`src/rtl/uart_pkg.sv`:
```
// Shared UART definitions used by both the transmitter and the receiver:
// FSM state encodings, frame constants and the baud divisor helper.
// Even parity is enabled in the transmitter by defining UART_TX_PARITY_EN.
package uart_pkg;

    typedef enum logic [2:0] {
        ST_IDLE   = 3'd0,
        ST_START  = 3'd1,
        ST_DATA   = 3'd2,
        ST_PARITY = 3'd3,
        ST_STOP   = 3'd4
    } uart_state_t;

    localparam int   DATA_BITS  = 8;
    localparam logic IDLE_LEVEL = 1'b1;

    // Clocks per bit; integer division truncates toward the faster baud
    function automatic int baud_div(input int clk_freq, input int baud);
        return clk_freq / baud;
    endfunction

endpackage

```
`src/rtl/uart_tx_fifo_mem.sv`:
```
// Byte FIFO for the UART transmitter: synchronous write, asynchronous read
// of the head entry, with level/full/empty flags. Push is ignored when full,
// pop is ignored when empty, and a simultaneous push/pop keeps the level.
module uart_tx_fifo_mem #(
    parameter int DEPTH  = 16,
    parameter int ADDR_W = $clog2(DEPTH)
) (
    input  logic              clk,
    input  logic              rst_n,
    input  logic              i_push,
    input  logic [7:0]        i_wdata,
    input  logic              i_pop,
    output logic [7:0]        o_rdata,
    output logic [ADDR_W:0]   o_level,
    output logic              o_full,
    output logic              o_empty
);

    localparam logic [ADDR_W:0] FULL_LEVEL = (ADDR_W+1)'(DEPTH);

    logic [7:0]        r_mem [DEPTH];
    logic [ADDR_W-1:0] r_wr_ptr;
    logic [ADDR_W-1:0] r_rd_ptr;
    logic [ADDR_W:0]   r_level;
    logic              w_push;
    logic              w_pop;

    assign w_push  = i_push && !o_full;
    assign w_pop   = i_pop && !o_empty;
    assign o_full  = (r_level == FULL_LEVEL);
    assign o_empty = (r_level == '0);
    assign o_level = r_level;
    assign o_rdata = r_mem[r_rd_ptr];

    // Storage array; contents need no reset because the pointers define validity
    always_ff @(posedge clk) begin
        if (w_push) begin
            r_mem[r_wr_ptr] <= i_wdata;
        end
    end

    // Pointers wrap naturally since DEPTH is a power of two; level tracks occupancy
    always_ff @(posedge clk or negedge rst_n) begin
        if (!rst_n) begin
            r_wr_ptr <= '0;
            r_rd_ptr <= '0;
            r_level  <= '0;
        end else begin
            if (w_push) begin
                r_wr_ptr <= r_wr_ptr + 1'b1;
            end
            if (w_pop) begin
                r_rd_ptr <= r_rd_ptr + 1'b1;
            end
            case ({w_push, w_pop})
                2'b10:   r_level <= r_level + 1'b1;
                2'b01:   r_level <= r_level - 1'b1;
                default: r_level <= r_level;
            endcase
        end
    end

endmodule

```
`src/rtl/uart_tx_fifo.sv`:
```
// Buffered UART transmitter. Bytes enter a FIFO over a valid/ready handshake
// and are serialised LSB first as back-to-back 8N1 frames on a registered txd.
// Defining UART_TX_PARITY_EN inserts an even-parity bit after D7 (8E1 frames).
//
// state     | meaning
// ----------+-------------------------------------------------------------
// ST_IDLE   | line idle high, waiting for the FIFO to become non-empty
// ST_START  | start bit (low) for one bit period
// ST_DATA   | eight data bits, LSB first, shift register drives the line
// ST_PARITY | even parity of the byte (only with UART_TX_PARITY_EN)
// ST_STOP   | stop bit (high); pops the next byte straight into ST_START
module uart_tx_fifo
    import uart_pkg::*;
#(
    parameter  int CLK_FREQ   = 50_000_000,
    parameter  int BAUD       = 9600,
    parameter  int FIFO_DEPTH = 16,
    localparam int ADDR_W     = $clog2(FIFO_DEPTH)
) (
    input  logic              clk,
    input  logic              rst_n,
    input  logic [7:0]        tx_data,
    input  logic              tx_valid,
    output logic              tx_ready,
    output logic              txd,
    output logic              tx_busy,
    output logic [ADDR_W:0]   fifo_level
);

    localparam int               BAUD_DIV = baud_div(CLK_FREQ, BAUD);
    localparam int               CNT_W    = $clog2(BAUD_DIV);
    localparam logic [CNT_W-1:0] CNT_LAST = CNT_W'(BAUD_DIV - 1);
    localparam logic [2:0]       LAST_BIT = 3'(DATA_BITS - 1);

    uart_state_t      r_state;
    logic [CNT_W-1:0] r_cnt;
    logic [2:0]       r_bit_idx;
    logic [7:0]       r_shift;
    logic             r_txd;
`ifdef UART_TX_PARITY_EN
    logic             r_parity;
`endif

    logic             w_bit_end;
    logic             w_pop;
    logic             w_empty;
    logic             w_full;
    logic [7:0]       w_rdata;
    logic [ADDR_W:0]  w_level;

    uart_tx_fifo_mem #(
        .DEPTH  (FIFO_DEPTH),
        .ADDR_W (ADDR_W)
    ) u_mem (
        .clk     (clk),
        .rst_n   (rst_n),
        .i_push  (tx_valid && tx_ready),
        .i_wdata (tx_data),
        .i_pop   (w_pop),
        .o_rdata (w_rdata),
        .o_level (w_level),
        .o_full  (w_full),
        .o_empty (w_empty)
    );

    assign w_bit_end  = (r_cnt == CNT_LAST);
    // Pop from idle, or at the end of a stop bit so frames abut with no gap
    assign w_pop      = !w_empty &&
                        ((r_state == ST_IDLE) || ((r_state == ST_STOP) && w_bit_end));
    assign tx_ready   = !w_full;
    assign tx_busy    = (r_state != ST_IDLE) || (w_level != '0);
    assign fifo_level = w_level;
    assign txd        = r_txd;

    // Frame sequencer, bit timer and registered line driver (txd lags state by one clock)
    always_ff @(posedge clk or negedge rst_n) begin
        if (!rst_n) begin
            r_state   <= ST_IDLE;
            r_cnt     <= '0;
            r_bit_idx <= '0;
            r_shift   <= '0;
            r_txd     <= IDLE_LEVEL;
`ifdef UART_TX_PARITY_EN
            r_parity  <= 1'b0;
`endif
        end else begin
            r_cnt <= ((r_state == ST_IDLE) || w_bit_end) ? '0 : r_cnt + 1'b1;
            case (r_state)
                ST_IDLE: begin
                    r_txd <= IDLE_LEVEL;
                    if (w_pop) begin
                        r_shift  <= w_rdata;
`ifdef UART_TX_PARITY_EN
                        r_parity <= ^w_rdata;
`endif
                        r_state  <= ST_START;
                    end
                end
                ST_START: begin
                    r_txd <= 1'b0;
                    if (w_bit_end) begin
                        r_bit_idx <= '0;
                        r_state   <= ST_DATA;
                    end
                end
                ST_DATA: begin
                    r_txd <= r_shift[0];
                    if (w_bit_end) begin
                        r_shift   <= {1'b0, r_shift[7:1]};
                        r_bit_idx <= r_bit_idx + 1'b1;
                        if (r_bit_idx == LAST_BIT) begin
`ifdef UART_TX_PARITY_EN
                            r_state <= ST_PARITY;
`else
                            r_state <= ST_STOP;
`endif
                        end
                    end
                end
`ifdef UART_TX_PARITY_EN
                ST_PARITY: begin
                    r_txd <= r_parity;
                    if (w_bit_end) begin
                        r_state <= ST_STOP;
                    end
                end
`endif
                ST_STOP: begin
                    r_txd <= IDLE_LEVEL;
                    if (w_bit_end) begin
                        if (w_pop) begin
                            r_shift  <= w_rdata;
`ifdef UART_TX_PARITY_EN
                            r_parity <= ^w_rdata;
`endif
                            r_state  <= ST_START;
                        end else begin
                            r_state  <= ST_IDLE;
                        end
                    end
                end
                default: begin
                    r_txd   <= IDLE_LEVEL;
                    r_state <= ST_IDLE;
                end
            endcase
        end
    end

endmodule

```
`config.mk`:
```
export PLATFORM = sky130hd
export DESIGN_NAME = uart_tx_fifo
export DESIGN_NICKNAME = d
export VERILOG_FILES = /design/src/rtl/uart_pkg.sv /design/src/rtl/uart_tx_fifo_mem.sv /design/src/rtl/uart_tx_fifo.sv
export SDC_FILE = /design/constraint.sdc
export NUM_CORES = 1
export LEC_CHECK = 0
export CORE_ASPECT_RATIO = 1.4
export CORE_MARGIN = 2
export CORE_UTILIZATION = 50
export CTS_CLUSTER_DIAMETER = 120
export DETAILED_ROUTE_END_ITERATION = 12
export HOLD_SLACK_MARGIN = 0.05
export PLACE_DENSITY = 0.8
export SYNTH_ARGS = -nofsm -noshare
export SYNTH_HDL_FRONTEND = slang
export SYNTH_SLANG_ARGS = --single-unit
```
`constraint.sdc`:
```
create_clock -name clk -period 3.7 [get_ports clk]
set_clock_uncertainty 0.2 [all_clocks]
set_input_delay 0.74 -clock clk [delete_from_list [all_inputs] [get_ports clk]]
set_output_delay 0.74 -clock clk [all_outputs]
set_load 0.005 [all_outputs]
```
# == Yosys cells after proc, flatten, opt, wreduce, memory -nomap -nowiden ==
# Memories as Yosys holds them, arrays and structs flattened.
# Cells that the tools add are included.
# classes
n_reduce_logical,20
n_mux,19
eq_ne,13
addsub,6
# ops
op,n
$mux 8,3
$pmux 8 s3,1
$mux 3,7
$add 13x1->13 const B,1
$eq 13x13->1 const B,1
$mux 13,1
$pmux 3 s4,1
$pmux 5 s2,1
$add 4x1->4 const B,2
$ne 2x2->1 const B,4
$eq 3x3->1 const B,2
$pmux 3 s2,1
$reduce_and 3->1,2
$reduce_bool 3->1,2
$add 5x1->5 const B,1
$eq 5x5->1 const B,1
$logic_and 1x1->1,5
$logic_not 5->1,1
$reduce_and 5->1,1
$reduce_bool 5->1,1
$sub 5x1->5 const B,1
$reduce_bool 2->1,2
$add 3x1->3 const B,1
$eq 3x1->1 const B,1
9 further kinds,14
# word_totals
mem_count,1
ram_bits,128
output_inout_bits,8
regBits,41
wordCells,67
inputBits,11
# memory_table
name,words,word_bits,rd,rd_ports_with_merged_regs,write_ports,line_no,source
u_mem.r_mem,16,8,1,0,1,uart_tx_fifo_mem.sv:21,logic [7:0] r_mem [DEPTH];

# == Depth between registers and ports, before layout ==
# Gate-level depths: netlist (run 1).
# depth
depth_word,7
ltp_mapped,13
ltp_nobuf,12

# == Modules after synthesis ==
# A second synthesis (run 1) with hierarchy kept.
# hier_totals
hier_cells,475
area_unflattened_um2,7272.0
# by_module_without_submodules
mod,n_inst,cells_each,area_each_um2
uart_tx_fifo_mem,1,332,5779.3
uart_tx_fifo,1,143,1492.7

# == Worst setup path after synthesis (run 1) ==
# No wires, ideal clock.
# synth_timing
path_type,flip-flop to flip-flop
start,register r_cnt[0]
end,register u_mem.r_level[4] (netlist: u_mem.o_level[4])
t_arrival_ps,3149
stages_incl_launch_ff,14
t_required_ps,3376
setup_slack_ps,227
period_less_slack_ps,3473
cell_sequence,dfrtp_1 > ha_1 > nand4bb_1 > o31ai_4 > and3_1 > buf_6 > ha_1 > xor2_1 > ha_1 > o21a_1 > o221a_2 > o21ai_0 > or3b_2 > xnor2_1
# synth_via
elab_chain_len,7
# synth_lines
element,line_no,source
start: declaration,uart_tx_fifo.sv:36,logic [CNT_W-1:0] r_cnt;
start signal: assignment,uart_tx_fifo.sv:87,r_cnt <= ((r_state == ST_IDLE) || w_bit_end) ? '0 : r_cnt + 1'b1;
$eq 13x13->1 *,uart_tx_fifo.sv:66,assign w_bit_end = (r_cnt == CNT_LAST);
$logic_and 1x1->1 *,uart_tx_fifo.sv:69,((r_state == ST_IDLE) || ((r_state == ST_STOP) && w_bit_end));
$logic_or 1x1->1 *,uart_tx_fifo.sv:69,
$logic_and 1x1->1 *,uart_tx_fifo.sv:68,assign w_pop = !w_empty &&
$logic_and 1x1->1 *,uart_tx_fifo_mem.sv:29,assign w_pop = i_pop && !o_empty;
net u_mem.w_pop,uart_tx_fifo_mem.sv:26,logic w_pop;
$eq 2x1->1 / $eq 2x2->1 (equally long branches),uart_tx_fifo_mem.sv:55,"case ({w_push, w_pop})"
$pmux 5 s2 / $reduce_bool 2->1 (equally long branches),n/a,
end signal: assignment,uart_tx_fifo_mem.sv:56,2'b10: r_level <= r_level + 1'b1;
end signal: assignment,uart_tx_fifo_mem.sv:57,2'b01: r_level <= r_level - 1'b1;
end signal: assignment,uart_tx_fifo_mem.sv:58,default: r_level <= r_level;
end: declaration,uart_tx_fifo_mem.sv:24,logic [ADDR_W:0] r_level;
# The timed path passes the listed nets; every way through them passes the cells marked *.
# A chain may end at the register's enable or synchronous reset.

# == Worst setup path in the final report (run 1) ==
# layout_timing
start,register r_cnt[8]
end,register u_mem.r_level[4] (netlist: u_mem.o_level[4])
# layout_via
elab_chain_len,7
# layout_lines
element,line_no
$eq 13x13->1 *,uart_tx_fifo.sv:66
$logic_and 1x1->1 *,uart_tx_fifo.sv:69
$logic_or 1x1->1 *,uart_tx_fifo.sv:69
$logic_and 1x1->1 *,uart_tx_fifo.sv:68
$logic_and 1x1->1 *,uart_tx_fifo_mem.sv:29
$eq 2x1->1 / $eq 2x2->1 (equally long branches),uart_tx_fifo_mem.sv:55
$pmux 5 s2 / $reduce_bool 2->1 (equally long branches),n/a
# Mark *: on every way between the ends. The rest lies on a longest branch, timed or not.

==> qor.csv, run 1 <==
stage;metric;value;unit
yosys;syn_avg_cell_area;15.1;sq um
yosys;synth_async_sr_flop_share;24.3;%
yosys;synth_most_common_cell;edfxtp_1;
yosys;syn_inst;483;
route;finalWirelength;14800;microns
floorplanning;start_util;50.8;%
critical_path;crit_top_cell;ha_1;
power_and_ir_drop;power_density;633;nW/um^2
flow_run;maxCapViolations;0;
floorplanning;die_area;15500;sq um
critical_path;critPathCaptureType;flop;
clock_tree;cts_tree;built;
place;dp_hpwl;9720;microns
cells_and_area;design_area;8350;sq um
clock_tree;cts_buffer_depth;2;
yosys;synth-xor-area-share;2.63;%
power_and_ir_drop;p_leak;2.90;nW
critical_path;worst_r2r_path_depth;11;
clock_tree;clock-root-buffer;clkbuf_16;
yosys;ys_types;58;
sta;rsz0062_at_grt;false;
yosys;synth_fa_ha_area_share;2.06;%
sta;setup_viol;0;
floorplanning;ios;19;
power_and_ir_drop;power;5.28;mW
route;drtIter0Drc;258;
cells_and_area;area_delta_synth_final;14.8;%
cells_and_area;layout-drive-gt1-share;18.9;%
cells_and_area;fillers;1085;
critical_path;slowest_delay;0.59;ns
critical_path;crit_path_cell_trace;or4b_4, o31ai_4, and3_1, ha_1, xor2_1, ha_1, o21a_1, o221a_2, o21ai_1, or3b_2, xnor2_1;
yosys;ys_top_cells_by_count;edfxtp_1 (128), dfrtp_1 (40), nor2_1 (33);
clock_tree;numCtsBuffers;17;
power_and_ir_drop;peakVddDrop;326;uV
floorplanning;num_rows;52;
sta;timing.final.crit_share;96.1;%
place;dpl_cell_area;7740;sq um
route;wl_per_cell;20.6;microns
sta;worst_slack;0.145;ns
critical_path;crit_path_max_fanout;4;
clock_tree;clk_pin_slew;0.06;ns
route;drc_errors;0;
yosys;synthTopCellsByArea;edfxtp_1 (53%), dfrtp_1 (14%), mux4_2 (3.4%);
yosys;synth_nets;506;
floorplanning;die_x;106;microns
yosys;synth_top_area_share;52.8;%
global_route;grt_pass1_vias;4420;
outcome;status;finished, final reports clean;
yosys;synth-edff-count;128;
sta;finalSetupTns;0;ns
floorplanning;die_h;147;microns
route;vias_per_cell;5.88;
sta;worst_slew_pin_slew;0.946;ns
cells_and_area;fin_util;58.3;%
clock_tree;ctsHoldBuffers;0;
route;vias;4230;
yosys;yosysWarningCount;0;
critical_path;critical_path_class;flop to flop;
critical_path;cpMaxStageDelayCell;or4b_4;
yosys;ys_ff_latch;169;
critical_path;cp_data_required_time;3.81;ns
sta;fmax;281;MHz
global_route;antenna_found_initial;0;
route;first_pass_iters;5;
yosys;synth_ff_type;edfxtp_1;
place;preCtsSetupSlack;0.0530;ns
clock_tree;cts_sinks;169;
sta;slew_viol_final;0;
yosys;synth_top_family_by_area;simple AND/OR/NAND/NOR gates;
yosys;synth_area;7270;sq um
global_route;grt_pass1_wl;23500;microns
sta;slew_headroom;36.9;%
yosys;yosys.area_share.simple;9.50;%
yosys;synth_compound_area_share;8.27;%
cells_and_area;nNetsFinal;540;
critical_path;cp.arrival;3.66;ns
cells_and_area;diodes;0;
sta;hold_viol_final;0;
global_route;grt_usage;20.2;%
cells_and_area;fin_cells;719;
route;antenna_left;0;
place;io_buffers;18;
place;dp_cells;687;
global_route;grt_max_degree;49;
yosys;muxShareOfSynthArea;8.62;%
place;place_congestion;0.802;
sta;timing.final.crit_period;3.56;ns
clock_tree;cts_max_level;4;
clock_tree;clkLatencyLatePin;0.42;ns
yosys;synth_area_leader_cell;edfxtp_1;
floorplanning;core-area;14300;sq um
yosys;ys_seq_area_share;67.0;%
critical_path;crit_path_start_kind;flop;
global_route;overflow;0;
worst_hold_path;holdCritPathClass;input pin to asynchronous set/reset pin;
sta;holdWs;0.241;ns
[final timing paths]
check	start	end	slack, ns
max	r_cnt[8]	u_mem.o_level[4]	0.14
min	rst_n	r_cnt[8]	0.24
max reg2reg	r_cnt[8]	u_mem.o_level[4]	0.14
min reg2reg	r_cnt[0]	r_cnt[0]	0.30
max in group asynchronous	rst_n	u_mem.r_rd_ptr[1]	2.44
min in group clk	r_cnt[0]	r_cnt[0]	0.30
[power by group]
| part | switching, mW | leakage, nW | internal (mW) |
|---|---|---|---|
| combinational | 0.494 | 0.950 | 0.457 |
| clock | 0.729 | 0.285 | 1.06 |
| sequential | 0.237 | 1.66 | 2.30 |
[repair_timing]
item                       CTS  global route
setup endpoints to repair    0             1
resized for setup            0             5
hold endpoints to repair     0             0
buffers inserted             0             0
[logic make-up after synthesis]
kind of cell,count (synthesis)
buffers and inverters,30
adders and majority gates,12
DFF,169
and+or+nand+nor,127
muxes,46
AOI/OAI and AO/OA,78
xor gates and xnor gates,21
[cell type report]
| class | instances | area (sq um) | share of cell area (%) |
|---|---|---|---|
| clock inverter | 14 | 170 | 2.04 |
| multi-input combinational | 284 | 2270 | 27.2 |
| clock buffer | 18 | 429 | 5.14 |
| tap | 189 | 236 | 2.83 |
| timing repair buffer | 39 | 345 | 4.14 |
| inverter | 6 | 22.5 | 0.270 |
| sequential | 169 | 4870 | 58.4 |
[cells in the final DEF, fill, tap and decap left out, types with 5 or more instances in the layout]
cell / synthesis / final
a2111oi_0: 9 / 9
a211oi_1: 12 / 12
a22o_1: 8 / 8
a2bb2oi_1: 7 / 7
buf_4: 0 / 20
clkbuf_16: 0 / 17
clkdlybuf4s50_1: 0 / 17
dfrtp_1: 40 / 38
edfxtp_1: 128 / 128
ha_1: 12 / 10
inv_1: 6 / 6
mux2_2: 18 / 18
mux2i_1: 15 / 15
mux4_2: 11 / 11
nand2_1: 24 / 24
nand2b_1: 7 / 7
nand3_1: 6 / 6
nor2_1: 33 / 33
nor2b_1: 16 / 16
nor3_1: 18 / 18
o211ai_1: 5 / 5
o21ai_0: 14 / 13
o22ai_1: 7 / 7
xnor2_1: 12 / 12
xor2_1: 8 / 8
[layer usage]
| layer | wire, microns | vias up | track usage [%] |
|---|---|---|---|
| met2 | 8080 | 143 | 35.6 |
| met1 | 5620 | 2131 | 23.3 |
| met5 | 0 | - | 0 |
| li1 | - | 1915 | - |
| met4 | 531 | 0 | 10.2 |
| met3 | 584 | 41 | 3.90 |
[sequential cells by signal, summed over array words and instances (netlist names)]
register / flops
r_bit_idx: 3
r_cnt: 13
r_shift: 8
r_state: 3
txd: 1
u_mem.o_level: 5
u_mem.r_mem: 128
u_mem.r_rd_ptr: 4
u_mem.r_wr_ptr: 4
[worst max-delay path: cells and delay by family, from the launching register on]
family / cells / cell delay [ns]
adders and majority gates: 2 / 0.43
AOI/OAI and AO/OA: 4 / 0.87
and+or+nand+nor: 3 / 1.32
xor gates and xnor gates: 2 / 0.22
DFF: 1 / 0.42
No activity file was read; power rests on OpenSTA's default activity.
==> inputs of run 2 (changes only) <==
Settings changed: PLACE_DENSITY 0.8 to 0.78.
Clock period 3.7 ns to 3.8 ns, I/O delays scaled along.
==> run 2 against run 1 <==
Cell count fell by 1.1%. Critical endpoint unchanged. Combinational power fell by 6.8%. Maximum frequency fell by 0.72%. Largest cell class unchanged. First-iteration DRC count rose by 28%. Clock power fell by 4%. Die area did not move. Power fell by 3.8%. Sequential power fell by 2%. Routed wire length fell by 3.2%. Critical path depth did not move.
==> qor.csv, run 2 (synthesis results as in run 1) <==
stage;metric;value;unit
cells_and_area;reg_top3;u_mem.r_mem x128, r_cnt x13, r_shift x8;
route;drc_errors;0;
route;antenna_left;0;
route;vias;4172;
clock_tree;clkLatencyLatePin;0.42;ns
cells_and_area;fin_cells;711;
power_and_ir_drop;power_density;616;nW/um^2
sta;fmax;279;MHz
sta;worst_slew_pin_slew;1.09;ns
clock_tree;ctsHoldBuffers;0;
sta;setup_viol;0;
global_route;grt_pass1_vias;4311;
sta;hold_viol_final;0;
power_and_ir_drop;power_switching;1.43;mW
critical_path;critPathCaptureType;flop;
cells_and_area;layout.cells.most_common_list;edfxtp_1 (128), dfrtp_1 (39), nor2_1 (33);
critical_path;crit_top_cell;ha_1;
floorplanning;die_x;106;microns
power_and_ir_drop;clkPwrFrac;33.8;%
clock_tree;clk_pin_slew;0.06;ns
cells_and_area;diodes;0;
critical_path;crit_path_cell_trace;or4b_4, o31ai_4, and3_1, ha_1, xor2_1, ha_1, o21a_1, o221a_2, o21ai_0, or3b_2, xnor2_1;
route;finalWirelength;14300;microns
floorplanning;die_area;15500;sq um
cells_and_area;nNetsFinal;532;
critical_path;crit_path_max_fanout;4;
global_route;antenna_found_initial;0;
floorplanning;ios;19;
flow_run;maxCapViolations;0;
route;vias_per_cell;5.87;
outcome;status;finished, final reports clean;
critical_path;slowest_delay;0.60;ns
global_route;grt_usage;19.6;%
critical_path;crit_buf_inv;0;
floorplanning;core-area;14300;sq um
worst_hold_path;holdCritPathClass;input pin to asynchronous set/reset pin;
critical_path;cp_data_required_time;3.91;ns
place;dp_hpwl;9380;microns
place;dp_cells;678;
global_route;grt_pass1_wl;22900;microns
place;io_buffers;18;
floorplanning;die_h;147;microns
route;wl_per_cell;20.2;microns
clock_tree;cts_max_level;4;
clock_tree;clock-root-buffer;clkbuf_16;
floorplanning;num_rows;52;
clock_tree;cts_sinks;169;
power_and_ir_drop;p_leak;2.86;nW
sta;finalSetupTns;0;ns
global_route;grt_max_degree;46;
power_and_ir_drop;p_comb_share;17.4;%
power_and_ir_drop;p_sw_share;28.1;%
critical_path;cpMaxStageDelayCell;or4b_4;
route;drtIter0Drc;330;
sta;timing.final.crit_period;3.58;ns
cells_and_area;top_register;u_mem.r_mem;
cells_and_area;layout-drive-gt1-share;17.0;%
critical_path;critical_path.top_delay_family;simple AND/OR/NAND/NOR gates;
cells_and_area;final_common_cell;edfxtp_1;
power_and_ir_drop;seqPwrFrac;48.8;%
sta;timing.final.crit_share;94.2;%
clock_tree;cts_buffer_depth;2;
critical_path;cp.arrival;3.69;ns
cells_and_area;area_delta_synth_final;13.6;%
power_and_ir_drop;peakVddDrop;349;uV
floorplanning;start_util;50.8;%
critical_path;crit_path_start_kind;flop;
global_route;overflow;0;
route;first_pass_iters;5;
clock_tree;numCtsBuffers;17;
clock_tree;cts_tree;built;
cells_and_area;largest_reg_flops;128;
sta;rsz0062_at_grt;false;
sta;slew_viol_final;0;
sta;holdWs;0.257;ns
place;place_congestion;0.816;
sta;slew_headroom;27.7;%
critical_path;critical_path_class;flop to flop;
power_and_ir_drop;internal-power;3.65;mW
==> run 2: changes by cell type in the layout (fill, tap and decap cells not counted), moves of 2 or more <==
| cell | delta |
|---|---|
| ha_1 | +2 |
| ha_2 | -2 |
| buf_4 | -7 |
| inv_8 | +2 |
| clkinvlp_4 | -2 |
| clkinv_4 | +3 |
==> run 2: repair_timing <==
action	4_1_cts	5_1_grt
setup endpoints to repair	0	1
resized for setup	0	0
buffers inserted	0	1
==> run 2: power by group through the flow <==
| stage | Combinational (mW) | Sequential (mW) | Clock (mW) |
|---|---|---|---|
| floorplan | 0.684 | 2.39 | 0 |
| global placement | 0.852 | 2.49 | 0 |
| detailed placement | 0.888 | 2.51 | 0 |
| CTS | 0.898 | 2.48 | 1.74 |
| global route | 0.976 | 2.52 | 1.82 |
| finish | 0.886 | 2.48 | 1.72 |
==> run 2: per-layer routing <==
metal	wire length, microns	share of wire, %	global-route usage [%]
met5	0	0	0
met4	277	1.9	6.38
met3	581	4.0	4.70
met2	7760	54	34.7
met1	5730	40	23.6
==> run 2: layout make-up <==
class / instances / area, sq um
Timing Repair Buffer: 31 / 273
Clock inverter: 14 / 165
Clock buffer: 18 / 429
Tap cell: 189 / 236
Inverter: 6 / 22.5
Sequential cell: 169 / 4870
Multi-Input combinational cell: 284 / 2260
Fill cell: 1075 / 6050
==> run 2: final timing paths <==
path                            startpoint                 to  slack [ns]  cells after the start
worst min-delay path                 rst_n       r_bit_idx[1]        0.26                      1
worst max register to register    r_cnt[8]   u_mem.o_level[4]        0.22                     11
worst min register to register    r_cnt[0]           r_cnt[0]        0.32                      1
max in group asynchronous            rst_n  u_mem.r_rd_ptr[1]        2.51                      1
worst max-delay path              r_cnt[8]   u_mem.o_level[4]        0.22                     11
min in group clk                  r_cnt[0]           r_cnt[0]        0.32                      1
==> run 2: metrics by stage <==
stage | utilization [%] | power, mW | setup WS [ns] | instance area, sq um
floorplan | - | 3.07 | 0.327 | 7270
global placement | 53.5 | 3.35 | 0.218 | 7660
detailed placement | 53.5 | 3.40 | 0.107 | 7660
CTS | 57.6 | 5.11 | 0.0971 | 8250
global route | 57.7 | 5.31 | 0.0102 | 8260
finish | 57.7 | 5.08 | 0.219 | 8260
==> inputs of run 3 (changes only) <==
Settings changed: RECOVER_POWER from default to 50.
==> run 3 against run 2 <==
The flow now finishes with violations (max-capacitance violations, max-slew violations). Non-clock buffer count stayed put. Die area unchanged. Routed wire length shrank 0.24%. Flip-flop and latch count stayed put. Worst setup slack got worse by 0.0080 ns. First-iteration DRC count is 4.8% higher. Design area down 0.11%. Critical path type unchanged.
==> qor.csv, run 3 (synthesis results as in run 1) <==
stage;metric;value;unit
power_and_ir_drop;peakVddDrop;346;uV
sta;setup_viol;0;
sta;holdWs;0.316;ns
sta;worst_slack;0.211;ns
sta;timing.final.crit_share;94.4;%
floorplanning;die_x;106;microns
cells_and_area;area_delta_synth_final;13.4;%
route;vias;4163;
global_route;grt_pass1_vias;4311;
critical_path;crit_path_max_fanout;4;
sta;worst_slew_pin_slew;2.16;ns
floorplanning;die_h;147;microns
route;drtIter0Drc;346;
sta;hold_viol_final;0;
clock_tree;cts_sinks;169;
cells_and_area;reg_top3;u_mem.r_mem x128, r_cnt x13, r_shift x8;
flow_run;maxCapViolations;1;
power_and_ir_drop;power;5.08;mW
outcome;status;complete, but fails checks;
cells_and_area;nNetsFinal;532;
place;dp_cells;678;
cells_and_area;largest_reg_flops;128;
clock_tree;numCtsBuffers;17;
global_route;overflow;0;
global_route;antenna_found_initial;0;
route;vias_per_cell;5.86;
floorplanning;num_rows;52;
sta;finalSetupTns;0;ns
critical_path;critPathCaptureType;flop;
critical_path;worst_r2r_path_depth;11;
cells_and_area;diodes;0;
cells_and_area;layout.cells.most_common_list;edfxtp_1 (128), dfrtp_1 (39), nor2_1 (33);
place;io_buffers;18;
cells_and_area;fin_util;57.6;%
clock_tree;cts_buffer_depth;2;
clock_tree;cts_max_level;4;
cells_and_area;fillers;1080;
clock_tree;clk_pin_slew;0.06;ns
cells_and_area;final_common_cell;edfxtp_1;
place;dpl_cell_area;7660;sq um
clock_tree;ctsHoldBuffers;0;
global_route;grt_use_met2;34.7;%
place;place_congestion;0.816;
route;drc_errors;0;
global_route;grt_usage;19.6;%
floorplanning;die_area;15500;sq um
global_route;grt.busiest_layer;met2;
clock_tree;clkLatencyLatePin;0.42;ns
outcome;violations;max-capacitance violations, max-slew violations;
route;wl_per_cell;20.1;microns
clock_tree;cts_tree;built;
worst_hold_path;whs_path_depth;1;
floorplanning;ios;19;
cells_and_area;design_area;8250;sq um
sta;fmax;279;MHz
critical_path;crit_path_start_kind;flop;
power_and_ir_drop;p_leak;2.85;nW
sta;slew_headroom;-44.1;%
route;first_pass_iters;5;
route;antenna_left;0;
floorplanning;core-area;14300;sq um
cells_and_area;layout-drive-gt1-share;16.5;%
critical_path;cp_data_required_time;3.90;ns
global_route;use_met1;23.6;%
critical_path;critical_path_class;flop to flop;
floorplanning;start_util;50.8;%
critical_path;cp.arrival;3.69;ns
clock_tree;clock-root-buffer;clkbuf_16;
power_and_ir_drop;power_density;616;nW/um^2
place;dp_hpwl;9380;microns
worst_hold_path;holdCritPathClass;flop to flop;
sta;rsz0062_at_grt;false;
cells_and_area;fin_cells;711;
cells_and_area;top_register;u_mem.r_mem;
route;finalWirelength;14300;microns
global_route;grt_util_met3;4.70;%
place;preCtsSetupSlack;0.107;ns
global_route;grt_pass1_wl;22900;microns
sta;timing.final.crit_period;3.59;ns
global_route;grt_max_degree;46;
sta;slew_viol_final;42;
==> run 3: cell types whose count changed in the layout (fill, tap and decap cells not counted), sizes merged <==
cell and delta:
clkbuf +3, buf -3, dlygate4sd3 +8, clkdlybuf4s50 -8
==> run 3: area by class of cell <==
| type | instances | area, sq um | area share, % |
|---|---|---|---|
| Multi-Input combinational cell | 284 | 2260 | 27.4 |
| Tap cell | 189 | 236 | 2.87 |
| Timing Repair Buffer | 31 | 264 | 3.20 |
| Inverter | 6 | 22.5 | 0.273 |
| Sequential cell | 169 | 4870 | 59.1 |
| Clock inverter | 14 | 165 | 2.00 |
| Clock buffer | 18 | 429 | 5.20 |
==> run 3: critical path, cell delays in order (launching register included) <==
cell and delay (ns):
dfrtp_1 0.41, or4b_4 0.60, o31ai_4 0.34, and3_1 0.23
ha_1 0.20, xor2_1 0.08, ha_1 0.22, o21a_1 0.18
o221a_2 0.27, o21ai_0 0.14, or3b_2 0.47, xnor2_1 0.13
==> run 3: layer usage <==
metal  share of wire (%)  routed length, microns
met4                 1.8                     259
met5                   0                       0
met2                  55                    7810
met3                 3.3                     474
met1                  40                    5770
==> run 3: path summary, 6_finish.rpt <==
kind	from	end	slack, ns
max reg2reg	r_cnt[8]	u_mem.o_level[4]	0.21
min in group asynchronous	rst_n	r_bit_idx[1]	0.77
max in group asynchronous	rst_n	u_mem.r_rd_ptr[1]	1.25
min reg2reg	r_cnt[0]	r_cnt[0]	0.32
min	r_cnt[0]	r_cnt[0]	0.32
max	r_cnt[8]	u_mem.o_level[4]	0.21
==> run 3: timing repair <==
| item | in CTS | in global routing |
|---|---|---|
| setup endpoints to repair | 0 | 1 |
| buffers inserted | 0 | 1 |
| resized for setup | 0 | 0 |
==> run 3: power breakdown <==
| part | leakage (nW) | switching [mW] | internal (mW) |
|---|---|---|---|
| logic | 0.899 | 0.462 | 0.421 |
| clock network | 0.289 | 0.732 | 0.987 |
| registers | 1.66 | 0.237 | 2.24 |
